**src/rtl/rtc_frame_capture.sv**
```systemverilog
// rtc_frame_capture
//   Capture/double-buffer stage between the RTC read sequencer and the VGA
//   character renderer. A burst of NUM_FIELDS consecutive RTC bytes is sampled
//   into a shadow bank. The shadow bank is copied to the display bank in one step
//   on a frame tick, so the renderer never sees a half-updated time.
//
// Ports
//   clk             in   system clock, rising edge
//   reset           in   asynchronous active-high reset
//   inicioSecuencia in   start-of-burst level; its rising edge starts a burst
//   datoRTC         in   RTC field data, one field per cycle during a burst
//   frameTick       in   1-cycle pulse at start of vertical blanking
//   rdIdx           in   display-bank field index requested by the renderer
//   ovClr           in   clears the overrun flag
//   rdDato          out  registered display-bank field[rdIdx], 0 when out of range
//   captureBusy     out  burst in progress (lead-in or capture)
//   dataValid       out  display bank committed at least once since reset
//   overrun         out  sticky: a pending burst was discarded by a newer one
module rtc_frame_capture #(
    parameter int unsigned DW         = 8,
    parameter int unsigned NUM_FIELDS = 8,
    parameter int unsigned IDX_W      = 3,
    parameter int unsigned LEAD       = 1
) (
    input  logic             clk,
    input  logic             reset,
    input  logic             inicioSecuencia,
    input  logic [DW-1:0]    datoRTC,
    input  logic             frameTick,
    input  logic [IDX_W-1:0] rdIdx,
    input  logic             ovClr,
    output logic [DW-1:0]    rdDato,
    output logic             captureBusy,
    output logic             dataValid,
    output logic             overrun
);

    typedef enum logic [1:0] {
        S_IDLE,
        S_LEAD,
        S_CAPTURE,
        S_PENDING
    } state_t;

    localparam logic [IDX_W-1:0] LAST_IDX    = IDX_W'(NUM_FIELDS - 1);
    localparam logic [3:0]       LEAD_RELOAD = (LEAD >= 2) ? 4'(LEAD - 2) : 4'd0;

    state_t           state_q, state_d;
    logic             start_prev_q, start_prev_d;
    logic [3:0]       lead_cnt_q, lead_cnt_d;
    logic [IDX_W-1:0] idx_q, idx_d;
    logic [DW-1:0]    shadow_q  [NUM_FIELDS];
    logic [DW-1:0]    shadow_d  [NUM_FIELDS];
    logic [DW-1:0]    display_q [NUM_FIELDS];
    logic [DW-1:0]    display_d [NUM_FIELDS];
    logic [DW-1:0]    rd_dato_q, rd_dato_d;
    logic             data_valid_q, data_valid_d;
    logic             overrun_q, overrun_d;

    logic             start;
    logic             begin_burst;
    logic             commit;
    logic             ov_set;

    always_comb begin
        start_prev_d = inicioSecuencia;
        start        = inicioSecuencia & ~start_prev_q;

        state_d      = state_q;
        lead_cnt_d   = lead_cnt_q;
        idx_d        = idx_q;
        shadow_d     = shadow_q;
        display_d    = display_q;
        data_valid_d = data_valid_q;
        overrun_d    = overrun_q;
        begin_burst  = 1'b0;
        commit       = 1'b0;
        ov_set       = 1'b0;

        case (state_q)
            S_IDLE: begin
                if (start) begin
                    begin_burst = 1'b1;
                end
            end
            S_LEAD: begin
                if (lead_cnt_q == 4'd0) begin
                    state_d = S_CAPTURE;
                end else begin
                    lead_cnt_d = lead_cnt_q - 4'd1;
                end
            end
            S_CAPTURE: begin
                shadow_d[idx_q] = datoRTC;
                if (idx_q == LAST_IDX) begin
                    state_d = S_PENDING;
                end else begin
                    idx_d = idx_q + IDX_W'(1);
                end
            end
            S_PENDING: begin
                if (frameTick) begin
                    commit  = 1'b1;
                    state_d = S_IDLE;
                end
                // A start edge with a tick in the same cycle commits first, so
                // nothing is lost and no overrun is flagged.
                if (start) begin
                    begin_burst = 1'b1;
                    ov_set      = ~frameTick;
                end
            end
            default: state_d = S_IDLE;
        endcase

        // The edge cycle itself is the first lead-in cycle: LEAD=1 goes straight
        // to capture, LEAD=0 samples field 0 in the edge cycle.
        if (begin_burst) begin
            idx_d = '0;
            if (LEAD == 0) begin
                shadow_d[0] = datoRTC;
                if (NUM_FIELDS == 1) begin
                    state_d = S_PENDING;
                end else begin
                    state_d = S_CAPTURE;
                    idx_d   = IDX_W'(1);
                end
            end else if (LEAD == 1) begin
                state_d = S_CAPTURE;
            end else begin
                state_d    = S_LEAD;
                lead_cnt_d = LEAD_RELOAD;
            end
        end

        if (commit) begin
            display_d    = shadow_q;
            data_valid_d = 1'b1;
        end

        if (ovClr) begin
            overrun_d = 1'b0;
        end
        if (ov_set) begin
            overrun_d = 1'b1;
        end

        if ({1'b0, rdIdx} < (IDX_W + 1)'(NUM_FIELDS)) begin
            rd_dato_d = display_q[rdIdx];
        end else begin
            rd_dato_d = '0;
        end

        captureBusy = (state_q == S_LEAD) || (state_q == S_CAPTURE) || begin_burst;
    end

    always_ff @(posedge clk or posedge reset) begin
        if (reset) begin
            state_q      <= S_IDLE;
            start_prev_q <= 1'b0;
            lead_cnt_q   <= '0;
            idx_q        <= '0;
            rd_dato_q    <= '0;
            data_valid_q <= 1'b0;
            overrun_q    <= 1'b0;
            for (int unsigned i = 0; i < NUM_FIELDS; i++) begin
                shadow_q[i]  <= '0;
                display_q[i] <= '0;
            end
        end else begin
            state_q      <= state_d;
            start_prev_q <= start_prev_d;
            lead_cnt_q   <= lead_cnt_d;
            idx_q        <= idx_d;
            rd_dato_q    <= rd_dato_d;
            data_valid_q <= data_valid_d;
            overrun_q    <= overrun_d;
            shadow_q     <= shadow_d;
            display_q    <= display_d;
        end
    end

    assign rdDato    = rd_dato_q;
    assign dataValid = data_valid_q;
    assign overrun   = overrun_q;

endmodule

```
**config.mk**
```make
export PLATFORM = sky130hd
export DESIGN_NAME = rtc_frame_capture
export DESIGN_NICKNAME = d
export VERILOG_FILES = /design/src/rtl/rtc_frame_capture.sv
export SDC_FILE = /design/constraint.sdc
export NUM_CORES = 1
export LEC_CHECK = 0
export CAP_MARGIN = 15
export CORE_MARGIN = 2
export CORE_UTILIZATION = 30
export CTS_BUF_LIST = sky130_fd_sc_hd__clkbuf_8
export CTS_CLUSTER_DIAMETER = 80
export CTS_CLUSTER_SIZE = 25
export DETAILED_ROUTE_END_ITERATION = 8
export PLACE_DENSITY_LB_ADDON = 0.05
export SLEW_MARGIN = 20
export SYNTH_ARGS = -nofsm -noshare
export SYNTH_HDL_FRONTEND = slang
export SYNTH_SLANG_ARGS = --single-unit
```
**constraint.sdc**
```tcl
create_clock -name clk -period 7.3 [get_ports clk]
set_clock_uncertainty 0.2 [all_clocks]
set_input_delay 1.46 -clock clk [delete_from_list [all_inputs] [get_ports clk]]
set_output_delay 1.46 -clock clk [all_outputs]
set_load 0.1 [all_outputs]
```
=== After elaboration in Yosys (flattened, before gate mapping) ===
Cells that the tools add are included.

* Register bits: 148
* Bits in latches: 0
* Memory bits (writable): 0
* Bits in read-only memories: 0
* Bits of input ports: 16
* Output and inout port bits: 11
* Logic and storage cells: 76
* Memories kept: 0

* $add $sub $neg: 2
* Multipliers: 0
* Div/mod/pow operators: 0
* Magnitude comparators: 3
* Equality and inequality tests: 8
* Shifts and indexed selects: 0
* Mux-type cells: 22
* Bitwise logic cells: 6
* Reductions and logical operators: 12

{| class="wikitable"
|+ Operators with widths
! kind !! number
|-
| $bwmux 64 || 1
|-
| $bmux 8 s3 || 1
|-
| $demux 8 s3 || 1
|-
| $mux 8 || 3
|-
| $mux 3 || 3
|-
| $ne 3x3->1 const B || 3
|-
| $ge 4x4->1 const B || 2
|-
| $mux 1 || 8
|-
| $mux 2 || 4
|-
| $not 3->4 || 2
|-
| $pmux 2 s3 || 1
|-
| $eq 2x2->1 const B || 2
|-
| $logic_not 4->1 || 1
|-
| $lt 4x1->1 const B || 1
|-
| $reduce_and 2->1 || 2
|-
| $reduce_and 4->1 || 1
|-
| $reduce_bool 2->1 || 2
|-
| $reduce_bool 4->1 || 1
|-
| $sub 4x1->4 const B || 1
|-
| $add 3x1->3 const B || 1
|-
| $eq 3x3->1 const B || 1
|-
| $not 1->1 || 3
|-
| $eq 2x1->1 const B || 1
|-
| $logic_not 2->1 || 1
|-
| other kinds (5) || 6
|}

=== Longest topological paths before layout ===
* Word-level depth: 6
* Depth in mapped cells: 7
* Mapped depth without buffers: 6

=== Least setup slack after synthesis ===
No wires, ideal clock.

* Path type: input -> output
* From: in inicioSecuencia
* To: out captureBusy
* Data arrival time: 2.200 ns
* Required time: 5.640 ns
* Path slack: 3.440 ns
* Cell stages on the path: 2
* Buffers on the path: 0
* Cell sequence: nand2b_1 -> nand2_1

* Word-level cells in the longest chain between the ends: 4

{| class="wikitable"
|+ Ends and longest elaborated chain
! element !! RTL line !! text
|-
| start: declaration || 27 || <nowiki>input logic inicioSecuencia,</nowiki>
|-
| $and 1x1->1 || 67 || <nowiki>start = inicioSecuencia & ~start_prev_q;</nowiki>
|-
| $mux 1 || 82, 108 ||
|-
| $mux 1 || n/a ||
|-
| $logic_or 1x1->1 || 154 || <nowiki>captureBusy = (state_q == S_LEAD) || (state_q == S_CAPTURE) || begin_burst;</nowiki>
|-
| end: declaration || 33 || <nowiki>output logic captureBusy,</nowiki>
|}

Every way passes these cells.

=== Worst setup path in the final report ===
Same ends and word-level chain as after synthesis.

==> impl_metrics.json <==
{
  "timing.rr.end": "display_q[37]$_DFFE_PP0P_",
  "finalCriticalPeriod_ns": 4.91,
  "switching_share_pct": 32.3,
  "setup_violations": 0,
  "status": "complete, no violations",
  "io_pins": 27,
  "die_h_um": 148,
  "yosysTopAreaCellShare_pct": 59.8,
  "initial_core_util_pct": 30.6,
  "synthFlopType": "dfrtp_1",
  "gr-total-overflow": 0,
  "cts_tree": "done",
  "yosysMostFrequentCell": "dfrtp_1",
  "dp_hpwl_um": 7220,
  "syn_nets": 395,
  "critPathMaxStageDelay_ns": 1.13,
  "power_density_nw_per_um2": 448,
  "critical_path_required_ns": 5.64,
  "r2r-start": "state_q[0]$_DFFE_PP0P_",
  "worst_pin_slew_ns": 1.07,
  "dpl-instance-area_sq_um": 6730,
  "crit_arrival_ns": 3.25,
  "layoutNonFillerInstCount": 687,
  "ys_seq_area_share_pct": 59.8,
  "r2r_slack_ns": 4.63,
  "p_switching_mw": 1.04,
  "grt_pass1_wl_um": 20400,
  "slew_viol_final": 0,
  "max_slew_margin_pct": 28.3,
  "grt_max_degree": 97,
  "root_buffer": "clkbuf_8",
  "placedCellCount": 655,
  "ys_top_cells_by_count": "dfrtp_1 (148), mux2_2 (136), mux4_1 (16), buf_2 (11), inv_1 (8)",
  "syn_to_final_growth_pct": 16.1,
  "grt_pass1_vias": 3377,
  "post_cts_resized": 0,
  "critPathLaunchType": "primary input",
  "crit_type": "in -> out",
  "cap_violations": 0,
  "dieArea_sq_um": 21800,
  "synth.avg_cell_area_sq_um": 16.7,
  "yosysUniqueCellTypes": 32,
  "antenna_found_initial": 0,
  "rsz0062_at_grt": "no",
  "internal-power_mw": 2.18,
  "cts_buffer_depth": 2,
  "clk_pin_slew_ns": 0.08,
  "hold_class": "reg -> reg",
  "ir_drop_mv": 0.193,
  "synth_area_leader_cell": "dfrtp_1",
  "drc": 0,
  "fin_tns_setup_ns": 0,
  "fmax_mhz": 204,
  "crit_slowest_cell": "clkdlybuf4s50_1",
  "sequentialPowerShare_pct": 44.0,
  "layout.nets": 427,
  "num_rows": 52,
  "cts_buffers": 17,
  "core_area_sq_um": 20200,
  "post_drt_wl_per_cell_um": 18.4,
  "power_mw": 3.22,
  "pwr-share-comb_pct": 33.1,
  "io_buffers": 26,
  "gp_congestion": 0.663,
  "hold_end": "dataValid$_DFFE_PP0P_",
  "finalCritPeriodShare_pct": 67.3,
  "p_leak_nw": 3.04,
  "ys_ff_latch": 148,
  "yosys_warnings": 0,
  "synth_area_leaders": "dfrtp_1 (60%), mux2_2 (25%), mux4_1 (6.8%), ha_1 (1.4%), buf_2 (0.89%)",
  "hold_buffers": 0,
  "reg2reg_depth": 4,
  "antennaDiodeCount": 0,
  "grt_usage_pct": 12.7,
  "worstHoldPathCells": 1,
  "post_cts_buffers": 0,
  "stdcell_area_sq_um": 7190,
  "min-delay-start": "dataValid$_DFFE_PP0P_",
  "firstDrtPassIters": 6,
  "async_reset_ff_share_pct": 100,
  "syn-cell-area_sq_um": 6190,
  "cpMostUsedCell": "clkdlybuf4s50_1",
  "ctsHtreeMaxLevel": 4,
  "syn-instance-count": 372,
  "pwr-share-clk_pct": 22.9,
  "num_vias": 3154,
  "totalWireLength_um": 12600,
  "drive_gt1_share_pct": 43.2,
  "worstSkewPairLatency_ns": 0.44,
  "viasPerCell": 4.59,
  "crit_path_max_fanout": 4,
  "path_cells": "clkdlybuf4s50_1 -> nand2b_1 -> nand2_1 -> clkdlybuf4s50_1",
  "cp-end-kind": "output pin",
  "synth_edf_count": 0,
  "cts_sinks": 148,
  "drt-initial-drc-count": 109,
  "drtAntennaViolNets": 0,
  "fp.dieW_um": 148,
  "hold_violations": 0
}
[cell families after synthesis]
group / count (synthesis) / share of synthesized area (%)
multiplexers: 154 / 31.8
flip-flops: 148 / 59.8
AND/OR/NAND/NOR: 29 / 3.39
buffers and inverters: 24 / 2.06
AO/OA/AOI/OAI: 7 / 1.09
adder cells (fa/ha/maj): 7 / 1.41
XOR/XNOR: 3 / 0.424
[routing by layer]
layer	vias to the layer above	global-route usage, %	part of all wire (%)
met5	-	0	0
met1	1688	17.3	48
met4	0	3.61	0.82
met3	5	3.58	2.6
met2	30	19.8	48
li1	1431	-	-
[through the flow]
| stage | setup slack [ns] | hold slack (ns) | utilization, % |
|---|---|---|---|
| after floorplan | 1.66 | 0.264 | - |
| after global placement | 2.39 | 0.249 | 33.2 |
| after detailed placement | 2.39 | 0.255 | 33.2 |
| after CTS | 2.38 | 0.280 | 35.5 |
| after global routing | 2.34 | 0.319 | 35.5 |
| final | 2.39 | 0.271 | 35.5 |
[power by group through the flow]
stage,registers (mW),logic [mW],clock network [mW]
after global routing,1.48,1.15,0.810
after detailed placement,1.44,1.09,0
final,1.42,1.06,0.738
after floorplan,1.52,0.749,0
after CTS,1.42,1.09,0.770
after global placement,1.43,1.07,0
[layout by cell type (no fill, tap or decap), types with 3 or more instances in the layout]
master,n
dfrtp_1,148
mux2_2,136
clkdlybuf4s50_1,26
clkbuf_8,17
mux4_1,16
inv_1,7
ha_1,7
nand2_1,6
bufinv_16,5
clkinvlp_4,5
nor2_1,4
clkinv_4,4
nand4b_1,3
nand2b_1,3
o21ai_0,3
buf_4,3
[cell type report]
cell class | instances | area [sq um]
fill | 1942 | 13000
tap | 270 | 338
clock inverter | 15 | 231
multi-input combinational | 200 | 2370
clock buffer | 17 | 234
inverter | 8 | 35.0
sequential | 148 | 3700
timing repair buffer | 29 | 283
[sequential cells by signal, summed over array words and instances, names as in the netlist]
signal	count
idx_q	3
rdDato	8
dataValid	1
overrun	1
display_q	64
start_prev_q	1
lead_cnt_q	4
shadow_q	64
state_q	2
[how the worst max path moves through the flow]
| stage | start | end | slack (ns) | cells past startpoint |
|---|---|---|---|---|
| floorplan | reset | dataValid$_DFFE_PP0P_ | 1.66 | 1 |
| global placement | inicioSecuencia | captureBusy | 2.39 | 4 |
| detailed placement | inicioSecuencia | captureBusy | 2.39 | 4 |
| CTS | inicioSecuencia | captureBusy | 2.38 | 4 |
| global route | inicioSecuencia | captureBusy | 2.34 | 4 |
| finish | inicioSecuencia | captureBusy | 2.39 | 4 |
[critical path, delay by kind of cell]
kind                   cells  cell delay (ns)
buffers and inverters      2             1.60
and+or+nand+nor            2             0.19
(Power assumes the default switching activity.)
